### src/rtl/fetch_pcgen_pkg.sv
// Shared types and constants for the fetch PC generator: FSM states, the
// F/D payload, the instruction-bus request/response structs and PC helpers.
package fetch_pcgen_pkg;

    localparam logic [63:0] PCINIT = 64'h8000_0000;
    localparam logic [63:0] PC_STEP = 64'd4;

    typedef enum logic [1:0] {
        FETCH = 2'd0,
        HOLD  = 2'd1,
        DRAIN = 2'd2,
        FAULT = 2'd3
    } fetch_state_t;

    typedef struct packed {
        logic        valid;
        logic [63:0] pc;
        logic [31:0] raw_instr;
        logic        misalign;
    } fetch_data_t;

    typedef struct packed {
        logic        valid;
        logic [63:0] addr;
    } ibus_req_t;

    typedef struct packed {
        logic        addr_ok;
        logic        data_ok;
        logic [31:0] data;
    } ibus_resp_t;

    // Sequential PC; wraps modulo 2^64 with no special case.
    function automatic logic [63:0] pc_next(input logic [63:0] pc);
        return pc + PC_STEP;
    endfunction

    function automatic logic pc_misaligned(input logic [63:0] pc);
        return pc[1:0] != 2'b00;
    endfunction

endpackage

### src/rtl/fetch_pcgen_if.sv
// Instruction-bus bundle between the fetch stage (master) and memory (slave).
// Handshake: ireq.valid/addr stay stable from assertion until data_ok returns.
interface fetch_pcgen_if;
    import fetch_pcgen_pkg::*;

    ibus_req_t  ireq;
    ibus_resp_t iresp;

    modport master (
        output ireq,
        input  iresp
    );

    modport slave (
        input  ireq,
        output iresp
    );

endinterface

### src/rtl/fetch_hold_buf.sv
// Single-entry holding register for a fetched instruction that arrived while
// the downstream F/D register was stalled.
module fetch_hold_buf
    import fetch_pcgen_pkg::*;
(
    input  logic        clk,
    input  logic        reset,
    input  logic        load_i,
    input  logic        clear_i,
    input  fetch_data_t load_data_i,
    output logic        valid_o,
    output fetch_data_t data_o
);

    logic        valid_q;
    logic        valid_d;
    fetch_data_t data_q;
    fetch_data_t data_d;

    // Clear wins over load so a redirect can never leave a stale entry behind.
    always_comb begin
        valid_d = valid_q;
        data_d  = data_q;
        if (clear_i) begin
            valid_d = 1'b0;
            data_d  = '0;
        end else if (load_i) begin
            valid_d = 1'b1;
            data_d  = load_data_i;
        end
    end

    always_ff @(posedge clk) begin
        if (reset) begin
            valid_q <= 1'b0;
            data_q  <= '0;
        end else begin
            valid_q <= valid_d;
            data_q  <= data_d;
        end
    end

    assign valid_o = valid_q;
    assign data_o  = data_q;

endmodule

### src/rtl/fetch_pcgen.sv
// Fetch-stage PC generator: owns the fetch PC, issues one ibus request at a
// time, applies decode redirects and hands fetched words to the F/D register.
module fetch_pcgen #(
    parameter logic [63:0] PCINIT = fetch_pcgen_pkg::PCINIT
) (
    input  logic                          clk,
    input  logic                          reset,
    input  logic                          PCSel,
    input  logic [63:0]                   pc_address,
    input  logic                          stallF,
    fetch_pcgen_if.master                 ibus,
    output logic                          f_valid,
    output logic [63:0]                   f_pc,
    output logic [31:0]                   f_raw_instr,
    output logic                          f_misalign,
    output fetch_pcgen_pkg::fetch_state_t dbg_state
);
    import fetch_pcgen_pkg::*;

    fetch_state_t state_q;
    fetch_state_t state_d;
    logic [63:0]  pc_q;
    logic [63:0]  pc_d;
    logic [63:0]  target_q;
    logic [63:0]  target_d;

    logic         req_valid;
    logic         data_ok;
    logic         misaligned;
    fetch_data_t  f_d;
    fetch_data_t  fetched;

    logic         hold_load;
    logic         hold_clear;
    logic         hold_valid;
    fetch_data_t  hold_data;

    // addr_ok is not needed: the request stays up until data_ok anyway.
    logic         unused_addr_ok;
    assign unused_addr_ok = ibus.iresp.addr_ok;

    assign data_ok    = ibus.iresp.data_ok;
    assign misaligned = pc_misaligned(pc_q);

    always_comb begin
        fetched = '{valid: 1'b1, pc: pc_q, raw_instr: ibus.iresp.data, misalign: 1'b0};
    end

    always_comb begin
        state_d    = state_q;
        pc_d       = pc_q;
        target_d   = target_q;
        req_valid  = 1'b0;
        f_d        = '0;
        hold_load  = 1'b0;
        hold_clear = 1'b0;

        case (state_q)
            FETCH: begin
                if (misaligned) begin
                    // Fault entry replaces the request; nothing is outstanding.
                    f_d = '{valid: 1'b1, pc: pc_q, raw_instr: 32'd0, misalign: 1'b1};
                    if (PCSel) begin
                        pc_d = pc_address;
                    end else if (!stallF) begin
                        state_d = FAULT;
                    end
                end else begin
                    req_valid = 1'b1;
                    if (data_ok) begin
                        if (PCSel) begin
                            pc_d = pc_address;
                        end else begin
                            f_d = fetched;
                            if (stallF) begin
                                hold_load = 1'b1;
                                state_d   = HOLD;
                            end else begin
                                pc_d = pc_next(pc_q);
                            end
                        end
                    end else if (PCSel) begin
                        target_d = pc_address;
                        state_d  = DRAIN;
                    end
                end
            end

            HOLD: begin
                f_d       = hold_data;
                f_d.valid = hold_valid;
                if (PCSel) begin
                    hold_clear = 1'b1;
                    pc_d       = pc_address;
                    state_d    = FETCH;
                end else if (!stallF) begin
                    hold_clear = 1'b1;
                    pc_d       = pc_next(pc_q);
                    state_d    = FETCH;
                end
            end

            DRAIN: begin
                // Old request must complete; its data is thrown away.
                req_valid = 1'b1;
                if (data_ok) begin
                    pc_d    = PCSel ? pc_address : target_q;
                    state_d = FETCH;
                end else if (PCSel) begin
                    target_d = pc_address;
                end
            end

            FAULT: begin
                if (PCSel) begin
                    pc_d    = pc_address;
                    state_d = FETCH;
                end
            end

            default: begin
                state_d = FETCH;
            end
        endcase

        if (reset) begin
            req_valid = 1'b0;
            f_d       = '0;
        end
    end

    always_ff @(posedge clk) begin
        if (reset) begin
            state_q  <= FETCH;
            pc_q     <= PCINIT;
            target_q <= '0;
        end else begin
            state_q  <= state_d;
            pc_q     <= pc_d;
            target_q <= target_d;
        end
    end

    fetch_hold_buf u_hold_buf (
        .clk         (clk),
        .reset       (reset),
        .load_i      (hold_load),
        .clear_i     (hold_clear),
        .load_data_i (fetched),
        .valid_o     (hold_valid),
        .data_o      (hold_data)
    );

    assign ibus.ireq   = '{valid: req_valid, addr: pc_q};
    assign f_valid     = f_d.valid;
    assign f_pc        = f_d.pc;
    assign f_raw_instr = f_d.raw_instr;
    assign f_misalign  = f_d.misalign;
    assign dbg_state   = state_q;

endmodule

### src/flat_wrapper.sv
// flat-port wrapper written by rule: the top's interface ports become plain ports
module fetch_pcgen_flat import fetch_pcgen_pkg::*;
#(
    parameter logic [63:0] PCINIT = fetch_pcgen_pkg::PCINIT
)
  (clk, reset, PCSel, pc_address, stallF, f_valid, f_pc, f_raw_instr, f_misalign, dbg_state, ibus_ireq, ibus_iresp);
  fetch_pcgen_if ibus_i ();
  input  logic clk;
  input  logic reset;
  input  logic PCSel;
  input  logic [63:0] pc_address;
  input  logic stallF;
  output logic f_valid;
  output logic [63:0] f_pc;
  output logic [31:0] f_raw_instr;
  output logic f_misalign;
  output fetch_pcgen_pkg::fetch_state_t dbg_state;
  output wire logic [$bits(ibus_i.ireq)-1:0] ibus_ireq;
  input wire logic [$bits(ibus_i.iresp)-1:0] ibus_iresp;
  assign ibus_ireq = ibus_i.ireq;
  assign ibus_i.iresp = ibus_iresp;
  fetch_pcgen #(.PCINIT(PCINIT)) u_core (.clk(clk), .reset(reset), .PCSel(PCSel), .pc_address(pc_address), .stallF(stallF), .ibus(ibus_i), .f_valid(f_valid), .f_pc(f_pc), .f_raw_instr(f_raw_instr), .f_misalign(f_misalign), .dbg_state(dbg_state));
endmodule
### config.mk
export PLATFORM = sky130hd
export DESIGN_NAME = fetch_pcgen_flat
export DESIGN_NICKNAME = d
export VERILOG_FILES = /design/src/rtl/fetch_pcgen_pkg.sv /design/src/rtl/fetch_pcgen_if.sv /design/src/rtl/fetch_hold_buf.sv /design/src/rtl/fetch_pcgen.sv /design/src/flat_wrapper.sv
export SDC_FILE = /design/constraint.sdc
export NUM_CORES = 1
export LEC_CHECK = 0
export CAP_MARGIN = 20
export CORE_ASPECT_RATIO = 1.4
export CORE_MARGIN = 2
export CORE_UTILIZATION = 35
export DETAILED_ROUTE_END_ITERATION = 10
export PLACE_DENSITY = 0.62
export SLEW_MARGIN = 20
export SYNTH_ARGS = -nofsm -noshare
export SYNTH_HDL_FRONTEND = slang
export SYNTH_SLANG_ARGS = --single-unit
### constraint.sdc
create_clock -name clk -period 2.8 [get_ports clk]
set_input_delay 0.42 -clock clk [delete_from_list [all_inputs] [get_ports clk]]
set_output_delay 0.42 -clock clk [all_outputs]
set_load 0.03 [all_outputs]
==> results of run 1 <==
-- cell type report --
class                      instances  share of cell area [%]
tap                              528                   3.514
clock inverter                     2                 0.08653
multi-input combinational       1509                   45.26
sequential                       227                   24.24
clock buffer                      42                   3.947
timing repair buffer             436                   22.69
inverter                          13                  0.2596
-- metal layers --
layer	wire length, µm	up-vias
li1	-	7478
met1	25340	7642
met2	28190	623
met3	3810	91
met4	1690	0
met5	0	-
-- logic make-up (layout without fill, tap and decap cells) --
family | count (synthesis) | in the layout
DFF | 227 | 227
adders and majority gates | 1 | 1
xor gates and xnor gates | 21 | 21
buffers and inverters | 222 | 493
AOI/OAI and AO/OA | 597 | 597
muxes | 71 | 71
and+or+nand+nor | 819 | 819
-- power groups by stage --
stage               clock network, W  registers [W]  logic, W
floorplan                          0        0.00398   0.00194
global placement                   0        0.00375   0.00393
detailed placement                 0        0.00376   0.00397
CTS                          0.00325        0.00369   0.00404
global route                 0.00337        0.00372   0.00439
finish                       0.00318        0.00369   0.00414
-- synthesized netlist by cell type, types with 26 or more instances --
library cell | number | area, µm²
nand2_1 | 404 | 1516
dfxtp_1 | 227 | 4544
a21oi_1 | 215 | 1076
nor2_1 | 192 | 720.7
clkbuf_1 | 162 | 608.1
a22oi_1 | 103 | 773.2
o21ai_0 | 99 | 495.5
mux2i_1 | 54 | 540.5
nand3_1 | 36 | 180.2
nor3_1 | 35 | 175.2
nand4_1 | 26 | 162.7
-- worst paths after layout --
check | endpoint | slack, ps | start | depth (start not counted)
worst min-delay path | u_core.target_q[60] | 380 | reset | 3
worst max-delay path | f_misalign | 110 | u_core.dbg_state[1] | 6
worst max register to register | u_core.pc_q[55] | 190 | u_core.pc_q[16] | 6
worst min register to register | u_core.target_q[0] | 450 | u_core.target_q[0] | 2
-- timing repair --
action                     in CTS  in global routing
pin swaps                       2                  4
hold endpoints to repair        0                  0
cloned                          1                  0
setup endpoints to repair      95                 23
hold buffers                    0                  0
resized for setup              11                 18
buffers inserted                1                  8
-- flip-flops by register name, summed over array words and instances, names as in the netlist --
name / cells
u_core.target_q: 64
u_core.pc_q: 64
u_core.u_hold_buf.data_o: 96
u_core.dbg_state: 2
u_core.u_hold_buf.valid_o: 1
-- worst max-delay path: stages (launching register included) --
cell     delay, ps
dfxtp_2        340
buf_4          240
nor2_1         320
nand2_1        260
buf_12         230
nor2_1         110
buf_4          180
-- metrics by stage --
stage          power, W  cells  worst slack, ps  setup TNS [ps]
6_report        0.01102   2757            114.6               0
5_1_grt         0.01148   2757            35.88               0
4_1_cts         0.01098   2749           -5.085          -9.785
3_5_place_dp   0.007732   2703           -90.29           -1030
3_3_place_gp   0.007681   2703           -73.13          -848.7
2_1_floorplan  0.005922   1958            78.45               0
==> flow_metrics.env, run 1 <==
export IMPL_cp_start_kind="flip-flop"
export IMPL_fp_row_count=86
export IMPL_multi_input_area_um2=8508
export IMPL_synth_top_family_by_area="compound AO/OA/AOI/OAI gates"
export IMPL_met1_usage_pct=36.57
export IMPL_mostFrequentLayoutCells="400 x nand2_1, 225 x buf_4, 223 x dfxtp_1, 214 x a21oi_1, 185 x nor2_1"
export IMPL_die_area_um2=40970
export IMPL_grt_overflow=0
export IMPL_insertedDiodeCount=0
export IMPL_ctsHtreeMaxLevel=1
export IMPL_ir_drop_uv=369.0
export IMPL_synthDistinctLibCells=77
export IMPL_worstPathArrival_ps=2270
export IMPL_p_sw_w=0.004146
export IMPL_synth_edff_count=0
export IMPL_syn_nets=2061
export IMPL_cts_clk_slew_worst_paths_ps=70
export IMPL_synth_adder_area_share_pct=0.09086
export IMPL_yosysSeqAreaShare_pct=33.00
export IMPL_ys_warn_count=0
export IMPL_p_sw_share_pct=37.64
export IMPL_relSlewSlack_pct=38.38
export IMPL_drt_wirelength_per_cell_um=21.41
export IMPL_rsz0062_at_grt="false"
export IMPL_antenna_left=0
export IMPL_grt_busiest_layer="met2"
export IMPL_internal_power_w=0.006869
export IMPL_syn_area_um2=13770
export IMPL_drc=0
export IMPL_vias_per_cell=5.743
export IMPL_fp_dieH_um=238.7
export IMPL_tightest_slew_ps=914.7
export IMPL_fill_cells=3939
export IMPL_holdCritPathClass="in -> reg"
export IMPL_vias=15830
export IMPL_grt_pass1_vias=14780
export IMPL_area_growth_syn_to_layout_pct=36.51
export IMPL_cts_num_sinks=227
export IMPL_final_nets=2316
export IMPL_drt_pass1_iterations=5
export IMPL_syn_inst=1958
export IMPL_min_period_ps=2685
export IMPL_grtUsageTotal_pct=27.58
export IMPL_finalCritPeriodShare_pct=95.91
export IMPL_synth_xor_area_share_pct=1.336
export IMPL_regArea_um2=4557
export IMPL_fin_util_pct=48.13
export IMPL_initial_core_util_pct=35.26
export IMPL_maxSlewViolCount=0
export IMPL_ys_seq_elements=227
export IMPL_drtIter0Drc=1321
export IMPL_place_area_um2=17810
export IMPL_final_common_cell="nand2_1"
export IMPL_whs_ps=383.9
export IMPL_path_class="reg -> out"
export IMPL_cts_buffers=26
export IMPL_use_met3_pct=2.980
export IMPL_syn_area_per_cell_um2=7.033
export IMPL_dieWidth_um=171.6
export IMPL_setup_viol=0
export IMPL_synthSimpleGateAreaFrac_pct=26.75
export IMPL_synth_compound_area_share_pct=27.13
export IMPL_synth_mux_area_share_pct=5.315
export IMPL_crit_fanout=26
export IMPL_fin_area_um2=18800
export IMPL_p_leak_nw=6.611
export IMPL_fmax_mhz=372.4
export IMPL_status="finished, final reports clean"
export IMPL_cts_max_path_buffers=3
export IMPL_p_clk_share_pct=28.9
export IMPL_cp_data_required_time_ps=2380
export IMPL_cts_root_buf="clkbuf_16"
export IMPL_grt_use_met2_pct=46.53
export IMPL_gp_congestion=0.9555
export IMPL_core_area_um2=39060
export IMPL_wirelength_um=59030
export IMPL_layout_drive_gt1_share_pct=16.64
export IMPL_io_buffers=265
export IMPL_cts_tree="built"
export IMPL_combPwrFrac_pct=37.6
export IMPL_fin_skew_ps=14.69
export IMPL_boundaryPins=267
export IMPL_ys_flop_type="dfxtp_1"
export IMPL_p_per_area_nw_per_um2=586.0
export IMPL_cap_violations=0
export IMPL_ys_async_sr_fraction_pct=0
export IMPL_hpwl_um=41410
export IMPL_clock_latency_ps=550
export IMPL_grt_pass1_wl_um=87870
export IMPL_seqPwrFrac_pct=33.5
export IMPL_cp_end_kind="output pin"
export IMPL_grt_max_degree=98
export IMPL_grt_antenna_before_repair=0
export IMPL_hold_violations=0
Power figures use the tool's default switching activity.
==> run 2: changes to the inputs <==
DONT_BUFFER_PORTS = 1   (was unset)
PLACE_DENSITY = 0.53   (was 0.62)
==> run 2 against run 1 <==
- combinational power shrank 9.4%
- core utilization shrank 2.2 points
- worst setup slack lost 73 ps
==> flow_metrics.env, run 2 (synthesis gave the netlist of run 1 again) <==
export IMPL_fin_skew_ps=16.25
export IMPL_cts_max_path_buffers=3
export IMPL_cts_tree="built"
export IMPL_maxSlewViolCount=0
export IMPL_fill_cells=3941
export IMPL_hold_violations=0
export IMPL_vias_per_cell=5.906
export IMPL_wirelength_um=62960
export IMPL_crit_fanout=6
export IMPL_io_buffers=0
export IMPL_path_class="reg -> reg"
export IMPL_cts_buffers=27
export IMPL_tightest_slew_ps=820.8
export IMPL_cts_root_buf="clkbuf_16"
export IMPL_final_common_cell="nand2_1"
export IMPL_vias=15890
export IMPL_setup_viol=0
export IMPL_path_cells="nand4_2 -> or4_4 -> nor4_1 -> mux2_2 -> o22a_1 -> a211oi_1"
export IMPL_clock_latency_ps=570
export IMPL_grt_antenna_before_repair=2
export IMPL_min_period_ps=2759
export IMPL_cap_violations=0
export IMPL_grt_pass1_vias=14650
export IMPL_ir_drop_uv=449.0
export IMPL_initial_core_util_pct=35.26
export IMPL_cts_clk_slew_worst_paths_ps=70
export IMPL_fmax_mhz=362.5
export IMPL_drtIter0Drc=1449
export IMPL_p_per_area_nw_per_um2=631.4
export IMPL_hpwl_um=40860
export IMPL_drt_pass1_iterations=6
export IMPL_crit_path_max_incr_delay_ps=670
export IMPL_fp_dieH_um=238.7
export IMPL_cp_start_kind="flip-flop"
export IMPL_grt_pass1_wl_um=91200
export IMPL_path_delay_family="simple AND/OR/NAND/NOR gates"
export IMPL_largest_reg_flops=96
export IMPL_antenna_left=0
export IMPL_placed_cells_incl_taps=2524
export IMPL_critPathSlowestCell="or4_4"
export IMPL_fp_row_count=86
export IMPL_mostFrequentLayoutCells="399 x nand2_1, 246 x buf_4, 225 x dfxtp_1, 214 x a21oi_1, 186 x nor2_1"
export IMPL_drt_wirelength_per_cell_um=23.40
export IMPL_ctsHtreeMaxLevel=1
export IMPL_finalCritPeriodShare_pct=98.53
export IMPL_worstPathArrival_ps=3230
export IMPL_finalSetupTns_ps=0
export IMPL_gp_congestion=0.9108
export IMPL_cts_num_sinks=227
export IMPL_boundaryPins=267
export IMPL_final_nets=2243
export IMPL_grt_max_degree=156
export IMPL_cp_data_required_time_ps=3270
export IMPL_core_area_um2=39060
export IMPL_dieWidth_um=171.6
export IMPL_grt_overflow=0
export IMPL_die_area_um2=40970
export IMPL_final_cells=2691
export IMPL_holdCritPathClass="in -> reg"
export IMPL_area_growth_syn_to_layout_pct=30.26
export IMPL_grtUsageTotal_pct=28.93
export IMPL_critPathBufInv=0
export IMPL_relSlewSlack_pct=45.28
export IMPL_layout_drive_gt1_share_pct=17.31
export IMPL_drc=0
export IMPL_cp_end_kind="flip-flop"
export IMPL_status="finished, final reports clean"
export IMPL_p_leak_nw=6.410
-- run 2: repair_timing --
action	in CTS	in global routing
cloned	1	4
hold buffers	97	0
endpoints found under the setup margin	98	54
hold endpoints to repair	144	0
setup buffers	5	8
pin swaps	1	4
resized for setup	4	14
-- run 2: metal layers --
metal | track usage [%] | up-vias | share of wire [%]
li1 | - | 7335 | -
met1 | 38.08 | 7635 | 41
met2 | 45.98 | 786 | 46
met3 | 6.258 | 138 | 9.3
met4 | 11.17 | 0 | 3.8
met5 | 0 | - | 0
-- run 2: area by class of cell --
type / instances / area, µm² / share of cell area [%]
clock inverters: 15 / 217.7 / 1.214
clock buffers: 35 / 735.7 / 4.102
flip-flops and latches: 227 / 4552 / 25.38
inverters: 13 / 55.05 / 0.3069
multi-input cells: 1509 / 8477 / 47.26
well taps: 528 / 660.6 / 3.683
repair buffers: 362 / 3234 / 18.03
diodes: 2 / 5.005 / 0.02790
-- run 2: through the flow --
stage / util [%] / power, W / hold WS, ps / cell area (µm²) / setup WS, ps
3_5_place_dp: 40.21 / 0.007156 / 439.9 / 15710 / 107.4
3_3_place_gp: 40.21 / 0.007116 / 432.6 / 15710 / 138.9
4_1_cts: 45.39 / 0.01121 / 14.25 / 17730 / -18.99
5_1_grt: 45.92 / 0.01179 / 25.58 / 17940 / -24.00
6_report: 45.92 / 0.01133 / 46.23 / 17940 / 41.23
2_1_floorplan: - / 0.005922 / 431.9 / 13780 / 78.45
-- run 2: worst reg2reg max path, delay by kind of cell, from the launching register on --
family / cells / cell delay [ps]
simple gates: 3 / 1440
compound gates: 2 / 450
mux: 1 / 400
flops: 1 / 370
-- run 2: path summary, 6_finish.rpt --
kind | cells after the start | slack, ps | to | startpoint
max | 6 | 40 | u_core.pc_q[33] | u_core.pc_q[14]
min | 2 | 50 | u_core.pc_q[43] | reset
min reg2reg | 2 | 450 | u_core.target_q[0] | u_core.target_q[0]
max reg2reg | 6 | 40 | u_core.pc_q[33] | u_core.pc_q[14]
-- run 2: report_power, final --
| group | leakage [nW] | switching (W) | internal [W] |
|---|---|---|---|
| sequential | 1.85 | 0.000220 | 0.00348 |
| combinational | 4.08 | 0.00248 | 0.00128 |
| clock | 0.474 | 0.00155 | 0.00233 |
| total | 6.41 | 0.00424 | 0.00708 |
==> run 3: changes to the inputs <==
SLEW_MARGIN = 10   (was 20)
==> results of run 3 <==
The final DEF is identical to that of run 2; final timing and power are the same.
